==> src/rtl/ddr_port_arbiter_pkg.sv <==
// ddr_port_arbiter_pkg: shared widths and FSM state encoding for the DDR port arbiter
package ddr_port_arbiter_pkg;
    localparam int BL_W   = 6;
    localparam int ADDR_W = 30;
    typedef enum logic [2:0] {
        IDLE   = 3'd0,
        WFILL  = 3'd1,
        WCMD   = 3'd2,
        RCMD   = 3'd3,
        RDRAIN = 3'd4,
        DONE   = 3'd5
    } state_t;
endpackage

==> src/rtl/ddr_port_arbiter_rr_arb2.sv <==
// rr_arb2: two-input round-robin pick with a registered last-grant flag
// ports: clk, reset_n | req[1:0] requests, take commits the pick | pick (comb), last (registered, 1 after reset)
module rr_arb2 (
    input  logic       clk,
    input  logic       reset_n,
    input  logic [1:0] req,
    input  logic       take,
    output logic       pick,
    output logic       last
);
    // the requester not granted last time wins whenever it is asking
    assign pick = req[~last] ? ~last : last;
    always_ff @(posedge clk or negedge reset_n)
        if (!reset_n) last <= 1'b1;
        else if (take && |req) last <= pick;
endmodule

==> src/rtl/ddr_port_arbiter.sv <==
// ddr_port_arbiter: shares one MIG port (c3_p0) between two burst requesters m0/m1
// ports: clk, reset_n | mN_req/rw/addr/bl/wdata/wmask in, mN_wnext/rdata/rvalid/done/err out
//        c3_p0 cmd/wr/rd MIG port | busy (state != IDLE), grant (current or last granted index)
module ddr_port_arbiter
    import ddr_port_arbiter_pkg::*;
#(
    parameter int RD_TIMEOUT = 1023
) (
    input  logic              clk,
    input  logic              reset_n,
    input  logic              m0_req,
    input  logic              m0_rw,
    input  logic [ADDR_W-1:0] m0_addr,
    input  logic [BL_W-1:0]   m0_bl,
    input  logic [31:0]       m0_wdata,
    input  logic [3:0]        m0_wmask,
    output logic              m0_wnext,
    output logic [31:0]       m0_rdata,
    output logic              m0_rvalid,
    output logic              m0_done,
    output logic              m0_err,
    input  logic              m1_req,
    input  logic              m1_rw,
    input  logic [ADDR_W-1:0] m1_addr,
    input  logic [BL_W-1:0]   m1_bl,
    input  logic [31:0]       m1_wdata,
    input  logic [3:0]        m1_wmask,
    output logic              m1_wnext,
    output logic [31:0]       m1_rdata,
    output logic              m1_rvalid,
    output logic              m1_done,
    output logic              m1_err,
    output logic              c3_p0_cmd_en,
    output logic              c3_p0_cmd_rw,
    output logic [BL_W-1:0]   c3_p0_cmd_bl,
    output logic [ADDR_W-1:0] c3_p0_cmd_byte_addr,
    input  logic              c3_p0_cmd_full,
    output logic              c3_p0_wr_en,
    output logic [3:0]        c3_p0_wr_mask,
    output logic [31:0]       c3_p0_wr_data,
    input  logic              c3_p0_wr_full,
    output logic              c3_p0_rd_en,
    input  logic [31:0]       c3_p0_rd_data,
    input  logic              c3_p0_rd_empty,
    output logic              busy,
    output logic              grant
);
    localparam int TW = $clog2(RD_TIMEOUT + 1);
    state_t            state;
    logic              pick, err_f, sel_rw, done;
    logic [BL_W-1:0]   cnt, sel_bl;
    logic [ADDR_W-1:0] sel_addr;
    logic [TW-1:0]     tmo;
    rr_arb2 u_arb (
        .clk     (clk),
        .reset_n (reset_n),
        .req     ({m1_req, m0_req}),
        .take    (state == IDLE),
        .pick    (pick),
        .last    (grant)
    );
    assign sel_rw        = pick ? m1_rw : m0_rw;
    assign sel_bl        = pick ? m1_bl : m0_bl;
    assign sel_addr      = pick ? m1_addr : m0_addr;
    assign busy          = state != IDLE;
    assign done          = state == DONE;
    assign c3_p0_wr_en   = state == WFILL && !c3_p0_wr_full;
    assign c3_p0_rd_en   = state == RDRAIN && !c3_p0_rd_empty;
    // the write bus idles at zero outside WFILL
    assign c3_p0_wr_data = state == WFILL ? (grant ? m1_wdata : m0_wdata) : '0;
    assign c3_p0_wr_mask = state == WFILL ? (grant ? m1_wmask : m0_wmask) : '0;
    assign m0_rdata      = c3_p0_rd_data;
    assign m1_rdata      = c3_p0_rd_data;
    assign m0_wnext      = c3_p0_wr_en && !grant;
    assign m1_wnext      = c3_p0_wr_en && grant;
    assign m0_rvalid     = c3_p0_rd_en && !grant;
    assign m1_rvalid     = c3_p0_rd_en && grant;
    assign m0_done       = done && !grant;
    assign m1_done       = done && grant;
    assign m0_err        = m0_done && err_f;
    assign m1_err        = m1_done && err_f;
    // the cmd_* registers double as the latched transaction fields
    always_ff @(posedge clk or negedge reset_n) begin
        if (!reset_n) begin
            state               <= IDLE;
            c3_p0_cmd_en        <= 1'b0;
            c3_p0_cmd_rw        <= 1'b1;
            c3_p0_cmd_bl        <= '0;
            c3_p0_cmd_byte_addr <= '0;
            cnt                 <= '0;
            tmo                 <= '0;
            err_f               <= 1'b0;
        end else begin
            c3_p0_cmd_en <= 1'b0;
            case (state)
                IDLE: if (m0_req || m1_req) begin
                    c3_p0_cmd_rw        <= sel_rw;
                    c3_p0_cmd_bl        <= sel_bl;
                    c3_p0_cmd_byte_addr <= sel_addr;
                    cnt                 <= sel_bl;
                    tmo                 <= '0;
                    err_f               <= 1'b0;
                    state               <= sel_rw ? RCMD : WFILL;
                end
                WFILL: if (!c3_p0_wr_full) begin
                    if (cnt == '0) state <= WCMD;
                    else cnt <= cnt - 1'b1;
                end
                WCMD, RCMD: if (!c3_p0_cmd_full) begin
                    c3_p0_cmd_en <= 1'b1;
                    state        <= state == WCMD ? DONE : RDRAIN;
                end
                RDRAIN: if (!c3_p0_rd_empty) begin
                    tmo <= '0;
                    if (cnt == '0) state <= DONE;
                    else cnt <= cnt - 1'b1;
                end else if (tmo == TW'(RD_TIMEOUT - 1)) begin
                    err_f <= 1'b1;
                    state <= DONE;
                end else begin
                    tmo <= tmo + 1'b1;
                end
                DONE: state <= IDLE;
                default: state <= IDLE;
            endcase
        end
    end
endmodule

==> config.mk <==
export PLATFORM = sky130hd
export DESIGN_NAME = ddr_port_arbiter
export DESIGN_NICKNAME = d
export VERILOG_FILES = /design/src/rtl/ddr_port_arbiter_pkg.sv /design/src/rtl/ddr_port_arbiter_rr_arb2.sv /design/src/rtl/ddr_port_arbiter.sv
export SDC_FILE = /design/constraint.sdc
export NUM_CORES = 1
export LEC_CHECK = 0
export ABC_AREA = 1
export CAP_MARGIN = 20
export CORE_ASPECT_RATIO = 0.5
export CORE_MARGIN = 5
export CORE_UTILIZATION = 37
export DETAILED_ROUTE_END_ITERATION = 10
export PLACE_DENSITY_LB_ADDON = 0.15
export SYNTH_ARGS = -nofsm -noshare
export SYNTH_HDL_FRONTEND = slang
export SYNTH_SLANG_ARGS = --single-unit
==> constraint.sdc <==
create_clock -name clk -period 3.2 [get_ports clk]
set_input_delay 0.64 -clock clk [delete_from_list [all_inputs] [get_ports clk]]
set_output_delay 0.64 -clock clk [all_outputs]
set_load 0.05 [all_outputs]
==> impl_results.md, run 1 <==
* Post-CTS Resized at 0
* Remaining antenna violation count at 0
* # hold bufs at CTS at 0
* Post-synth ARST share at 1.00
* Setup-failing EPs final at 0
* Post-CTS Repair Setup Buffers at 0
* Final WL at 15700 µm
* Initial antenna violation count at 0
* Leak at 0.00301 µW
* 1st-pass router iterations at 5
* Register bit count reported by yosys at 59
* Top Ports at 335
* Pwr Total at 6450 µW
* WP data arrival at 2.16 ns
* DRC viols at 0
* Gpl congestion at 0.855
* Chip Width at 161 µm
* Status: complete, no violations
* Critical path type: reg2out
* RSZ-0062 raised after global routing: no
* Via/cell ratio at 4.85
* N_diodes at 0
* DR iter-0 viols at 261
* MaxCap Viol Count at 0
* Initial Util at 0.381
* Share of cells above drive strength 1 at 0.104
* Core area at 0.0111 mm²
* Post-synth EDFFs at 0
* Worst VDD drop at 0.487 mV
* CP endpoint kind: output pin
* Port Buf Inserts at 238
* Req. time, crit path at 2.56 ns
* Final Cycle Share at 0.876
* Die area at 0.0138 mm²
* Vias in the first global route at 4383
* Total CTS buffers at 9
* Post-synth net total at 825
* GRT Total Usage at 0.213
* Pins over their slew limit at 0
* CP Max Fanout at 29
* Tmin final at 2.80 ns
* Grt total ovfl at 0
* Synthesized area per cell at 6.64 µm²
* Hold Path Class: in2async
* Max_slew headroom at 0.437
* Deepest clock path buffer count at 2
* Setup_tns at 0 ns
* Dpl hpwl at 12500 µm
* Die height at 85.6 µm
* Mapped Cells at 636
* WL/cell at 16.5 µm
* Area delta synth->final at 52.7%
* Via count at 4610
* Final hold violation count at 0
* Clock Latency Late Sink at 0.33 ns
* Fin nets at 990
* Actual transition at the worst max-transition pin at 0.844 ns
* First-pass GRT wire length at 23600 µm
* Top_reg_cell synth: dfrtp_1
* CTS tree: yes
* H-tree levels at 3
* Sink Count at 59
* Fmax at 357 MHz
* Mapped Area at 0.00422 mm²
* Pin count of the biggest net entering global routing at 43
* Worst Setup Start Kind: flop
* Pwr dens at 999 mW/mm²
* Synth cell types at 25
* Clock Skew at 0.00818 ns
* Yosys warning total at 0
* Core Rows at 27
* CTS Root Cell: clkbuf_16
* Seq/Total Area, Yosys at 0.350
* CTS clk-pin slew, worst paths at 0.06 ns
[final cells by class]
| type | instances | area, µm² |
|---|---|---|
| multi-input combinational | 441 | 1970 |
| sequential | 59 | 1480 |
| clock buffer | 10 | 239 |
| timing repair buffer | 247 | 2380 |
| tap | 145 | 181 |
| inverter | 43 | 161 |
| fill | 1087 | 4630 |
| clock inverter | 6 | 40.0 |
[final timing paths]
path,depth (start not counted),endpoint,startpoint,slack (ns)
max reg2reg,6,c3_p0_cmd_byte_addr[6]$_DFFE_PN0P_,u_arb.last$_DFFE_PN1P_,0.92
min,1,c3_p0_cmd_byte_addr[23]$_DFFE_PN0P_,reset_n,0.41
max in group asynchronous,2,tmo[9]$_DFFE_PN0P_,reset_n,2.08
min reg2reg,2,c3_p0_cmd_rw$_DFFE_PN1P_,c3_p0_cmd_rw$_DFFE_PN1P_,0.47
max,5,c3_p0_wr_data[5],state[2]$_DFFE_PN0P_,0.40
min in group clk,2,c3_p0_cmd_rw$_DFFE_PN1P_,c3_p0_cmd_rw$_DFFE_PN1P_,0.47
[state kept, by name (all words and copies together) (netlist names)]
register             cells
c3_p0_cmd_en             1
c3_p0_cmd_rw             1
c3_p0_cmd_bl             6
cnt                      6
state                    3
err_f                    1
tmo                     10
c3_p0_cmd_byte_addr     30
u_arb.last               1
[power by group]
group	total (µW)	internal, µW	switching [µW]
clock network	900	544	356
registers	1320	1080	241
logic	4230	1330	2900
[cells by family after synthesis]
group | after synthesis | share of synthesized area
XOR/XNOR | 2 | 0.00415
AND/OR/NAND/NOR | 317 | 0.306
flip-flops | 59 | 0.350
buffers and inverters | 136 | 0.185
adder cells (fa/ha/maj) | 4 | 0.0118
AO/OA/AOI/OAI | 118 | 0.143
[cell usage after synthesis, types with 3 or more instances]
| library cell | instances | area share |
|---|---|---|
| nand2_2 | 3 | 0.0044 |
| nand4_1 | 7 | 0.010 |
| buf_4 | 64 | 0.11 |
| o21ai_1 | 30 | 0.036 |
| ha_1 | 4 | 0.012 |
| dfrtp_1 | 57 | 0.34 |
| nand2_1 | 209 | 0.19 |
| inv_2 | 4 | 0.0036 |
| buf_2 | 11 | 0.013 |
| a21oi_1 | 39 | 0.046 |
| clkbuf_1 | 16 | 0.014 |
| nand3_1 | 35 | 0.041 |
| o21ai_0 | 44 | 0.052 |
| nor2_1 | 54 | 0.048 |
| nor3_1 | 4 | 0.0047 |
| inv_1 | 39 | 0.035 |
[critical path, stage by stage, from the launching register on]
cell     delay (ns)
dfrtp_1        0.45
inv_2          0.14
nand3_2        0.48
buf_4          0.37
a21oi_1        0.15
buf_4          0.23
[stage by stage]
stage          utilization  instance area (µm²)  std cells  setup WS (ns)  hold WS [ns]
4_1_cts              0.582                 6450        951          0.399         0.441
3_5_place_dp         0.557                 6170        935          0.695         0.470
2_1_floorplan            -                 4220        636          0.365         0.344
6_report             0.582                 6450        951          0.396         0.410
5_1_grt              0.582                 6450        951          0.227         0.478
3_3_place_gp         0.557                 6170        935          0.712         0.461
[cells in the final DEF, fill, tap and decap left out, drive strengths merged]
| master | netlist | routed |
|---|---|---|
| dfrtp | 57 | 57 |
| clkinv | 0 | 4 |
| nand3 | 36 | 36 |
| clkdlybuf4s50 | 0 | 193 |
| a21o | 2 | 2 |
| ha | 4 | 4 |
| o21bai | 1 | 1 |
| nand2 | 212 | 212 |
| clkbuf | 16 | 10 |
| inv | 43 | 44 |
| buf | 77 | 54 |
| o21ai | 76 | 76 |
| dfstp | 2 | 2 |
| clkinvlp | 0 | 1 |
| nor2 | 56 | 56 |
| a21oi | 39 | 39 |
| nand3b | 2 | 2 |
| nor3 | 4 | 4 |
| xnor2 | 2 | 2 |
| nand4 | 7 | 7 |
[layer usage]
| layer | global-route usage | share of wire | vias up |
|---|---|---|---|
| met4 | 0.0743 | 0.025 | 0 |
| li1 | - | - | 2296 |
| met2 | 0.396 | 0.53 | 198 |
| met3 | 0.0624 | 0.071 | 35 |
| met1 | 0.236 | 0.38 | 2081 |
| met5 | 0 | 0 | - |
Power figures use the tool's default switching activity.
==> inputs of run 2 (changes only) <==
--- a/config.mk
+++ b/config.mk
@@ -10,8 +10,11 @@
 export CORE_ASPECT_RATIO = 0.5
 export CORE_MARGIN = 5
 export CORE_UTILIZATION = 37
+export CTS_CLUSTER_DIAMETER = 30
 export DETAILED_ROUTE_END_ITERATION = 10
 export PLACE_DENSITY_LB_ADDON = 0.15
+export REMOVE_ABC_BUFFERS = 1
 export SYNTH_ARGS = -nofsm -noshare
 export SYNTH_HDL_FRONTEND = slang
+export SYNTH_HIERARCHICAL = 1
 export SYNTH_SLANG_ARGS = --single-unit
==> impl_results.md, run 2 <==
* MaxCap Viol Count at 0 (unchanged)
* Synthesized area per cell at 6.75 µm² (+1.6%)
* Yosys warning total at 6 (+6)
* Mapped Area at 0.00430 mm² (+1.8%)
* Max_slew headroom at 0.534 (+0.0968)
* Hold Path Class: in2async
* Final hold violation count at 0 (unchanged)
* Pwr dens at 1010 mW/mm² (+1.0%)
* R2R Path Start: u_arb/last$_DFFE_PN1P_
* Share of cells above drive strength 1 at 0.111 (+0.00634)
* CP cell instances: nand3_1 > nor3_1 > clkdlybuf4s50_1
* Initial antenna violation count at 3 (+3)
* Die height at 86.2 µm (+0.79%)
* H-tree levels at 3 (unchanged)
* Mapped Cells at 637 (+0.16%)
* # hold bufs at CTS at 0 (unchanged)
* Leak at 0.00306 µW (+1.6%)
* Deepest clock path buffer count at 2 (unchanged)
* Leading area contributor after synthesis: dfrtp_1
* CTS Root Cell: clkbuf_16
* Clock Skew at 0.00454 ns (-0.00364 ns)
* Top cell family by delay on the critical path: buffers and inverters
* DRC viols at 0 (unchanged)
* Via count at 4608 (-0.043%)
* Chip Width at 162 µm (+0.84%)
* CP peak stage delay at 0.86 ns (+0.38 ns)
* Post-CTS Resized at 0 (unchanged)
* Reg2reg path depth at 10 (+4)
* Setup_tns at 0 ns (unchanged)
* Top_reg_cell synth: dfrtp_1
* Most frequent cells in the layout: nand2_1 (210), clkdlybuf4s50_1 (193), nor2_1 (88), dfrtp_1 (57), buf_4 (44)
* 1st-pass router iterations at 4 (-1)
* DR iter-0 viols at 310 (+19%)
* Vias in the first global route at 4393 (+0.23%)
* Area delta synth->final at 54.0%
* Total CTS buffers at 9 (unchanged)
* GRT Total Usage at 0.240 (+0.0264)
* Die area at 0.0140 mm² (+1.6%)
* Core Rows at 27 (unchanged)
* Post-CTS Repair Setup Buffers at 0 (unchanged)
* Setup-failing EPs final at 0 (unchanged)
* Fill cells at 1057 (-2.8%)
* Final non-filler cell total at 967 (+1.7%)
* Critical Path Stages at 3 (-2)
* Synth cell types at 31 (+24%)
* Gpl congestion at 0.844 (-1.3%)
* Dpl hpwl at 13900 µm (+12%)
* Count leader, synth: nand2_1
* CP endpoint kind: output pin
* Tmin final at 2.80 ns (-0.00427 ns)
* Seq/Total Area, Yosys at 0.344 (-0.00621)
* CTS tree: yes
* Pins over their slew limit at 0 (unchanged)
* Final WL at 17500 µm (+12%)
* Post-synth ARST share at 1.00 (unchanged)
* Reg2reg end: cnt[1]$_DFFE_PN0P_
* Reg area at 0.00148 mm² (unchanged)
* Pwr Total at 6690 µW (+3.7%)
* WL/cell at 18.1 µm (+9.9%)
* Via/cell ratio at 4.77 (-1.7%)
* RSZ-0062 raised after global routing: no
* Post-synth EDFFs at 0 (unchanged)
* Most common cell after layout, fill and taps aside: nand2_1
* Max reg flops at 30 (unchanged)
* Area share of the largest cell type after synthesis at 0.332 (-0.00599)
* WP data arrival at 2.16 ns (about the same)
* Remaining antenna violation count at 0 (unchanged)
* Worst VDD drop at 0.473 mV (-2.9%)
* Port Buf Inserts at 238 (unchanged)
* Post-synth top cells: nand2_1 (210), nor2_1 (88), buf_4 (65)
* Top cells by area, synth: dfrtp_1 (33%), nand2_1 (18%), buf_4 (11%)
* Actual transition at the worst max-transition pin at 0.699 ns (-0.145 ns)
* CTS clk-pin slew, worst paths at 0.06 ns (about the same)
* Sink Count at 59 (unchanged)
* CP Max Fanout at 8 (-72%)
* Fmax at 357 MHz (+0.15%)
* Clock Latency Late Sink at 0.32 ns (about the same)
* Crit-path slowest cell: clkdlybuf4s50_1
* Area occupied by multi-input gates at 0.00204 mm² (+3.7%)
* Top Ports at 335 (unchanged)
* Final Cycle Share at 0.875 (-0.00133)
* R2R Setup Slk at 0.74 ns (-0.18 ns)
* Worst path bufs/invs at 1 (-2)
* Top flop regs: c3_p0_cmd_byte_addr x30, tmo x10
* Critical path type: reg2out
* Core area at 0.0112 mm² (+0.92%)
* Inst Count DP at 948 (+1.4%)
* Grt total ovfl at 0 (unchanged)
* Final hold slack at 0.363 ns (-0.0470 ns)
* Req. time, crit path at 2.56 ns (about the same)
* First-pass GRT wire length at 25700 µm (+8.7%)
* Largest Register: c3_p0_cmd_byte_addr
* Pin count of the biggest net entering global routing at 43 (unchanged)
* Register bit count reported by yosys at 59 (unchanged)
* Fin nets at 989 (-0.10%)
* Initial Util at 0.385 (+0.00337)
* Worst Setup Start Kind: flop
* Status: complete, no violations
-- run 2: changes by cell type after synthesis, sizes merged, moves of 2 or more --
cell,change
a21o,-2
inv,-2
nand3,-13
nor2,+38
o21ai,-54
o31ai,+30
xnor2,-2
xor2,+2
-- run 2: area by class of cell --
type,count,area share
sequential,59,0.223
inverter,42,0.0238
clock buffer,12,0.0402
tap,159,0.0300
multi-input combinational,442,0.308
antenna,3,0.00113
timing repair buffer,246,0.367
clock inverter,4,0.00718
-- run 2: logic make-up after synthesis --
group / after synthesis / synth area share
adders and majority gates: 4 / 0.0116
xor gates and xnor gates: 2 / 0.00407
and+or+nand+nor: 343 / 0.326
DFF: 59 / 0.344
buffers and inverters: 136 / 0.185
muxes: 1 / 0.00233
AOI/OAI and AO/OA: 92 / 0.127
-- run 2: worst max path at each step --
stage	startpoint	end	slack, ns
2_1_floorplan	u_arb/last$_DFFE_PN1P_	cnt[1]$_DFFE_PN0P_	-1.17
3_3_place_gp	c3_p0_rd_empty	m1_rvalid	0.61
3_5_place_dp	c3_p0_rd_empty	m1_rvalid	0.57
4_1_cts	state[0]$_DFFE_PN0P_	m0_err	0.40
5_1_grt	u_arb/last$_DFFE_PN1P_	m1_wnext	0.26
6_report	state[0]$_DFFE_PN0P_	m0_err	0.40
-- run 2: power by group --
group / switching, µW / leakage [µW] / internal [µW]
clock: 338 / 0.000155 / 663
sequential: 239 / 0.000740 / 1080
combinational: 2980 / 0.00217 / 1390
total: 3560 / 0.00306 / 3130
-- run 2: worst register-to-register path, stage by stage (launching register included) --
cell and delay (ns):
dfstp_2 0.70, buf_4 0.34, inv_1 0.15, nand2_1 0.13, o21ai_4 0.07, buf_4 0.26, or2_2 0.36, o21ai_0 0.09
o21ai_0 0.10, nand2_1 0.07, o21ai_0 0.06
-- run 2: per-stage QoR --
stage	instance area [µm²]	utilization	worst slack (ns)
final	6620	0.592	0.400
after CTS	6620	0.592	0.397
after global placement	6300	0.564	0.611
after global routing	6620	0.592	0.258
after floorplan	3660	-	-1.17
after detailed placement	6300	0.564	0.574
-- run 2: per-layer routing --
metal / wire length (µm) / share of wire / global-route usage
met5: 135 / 0.0077 / 0.101
met4: 259 / 0.015 / 0.0591
met3: 2440 / 0.14 / 0.153
met2: 7370 / 0.42 / 0.343
met1: 7290 / 0.42 / 0.294
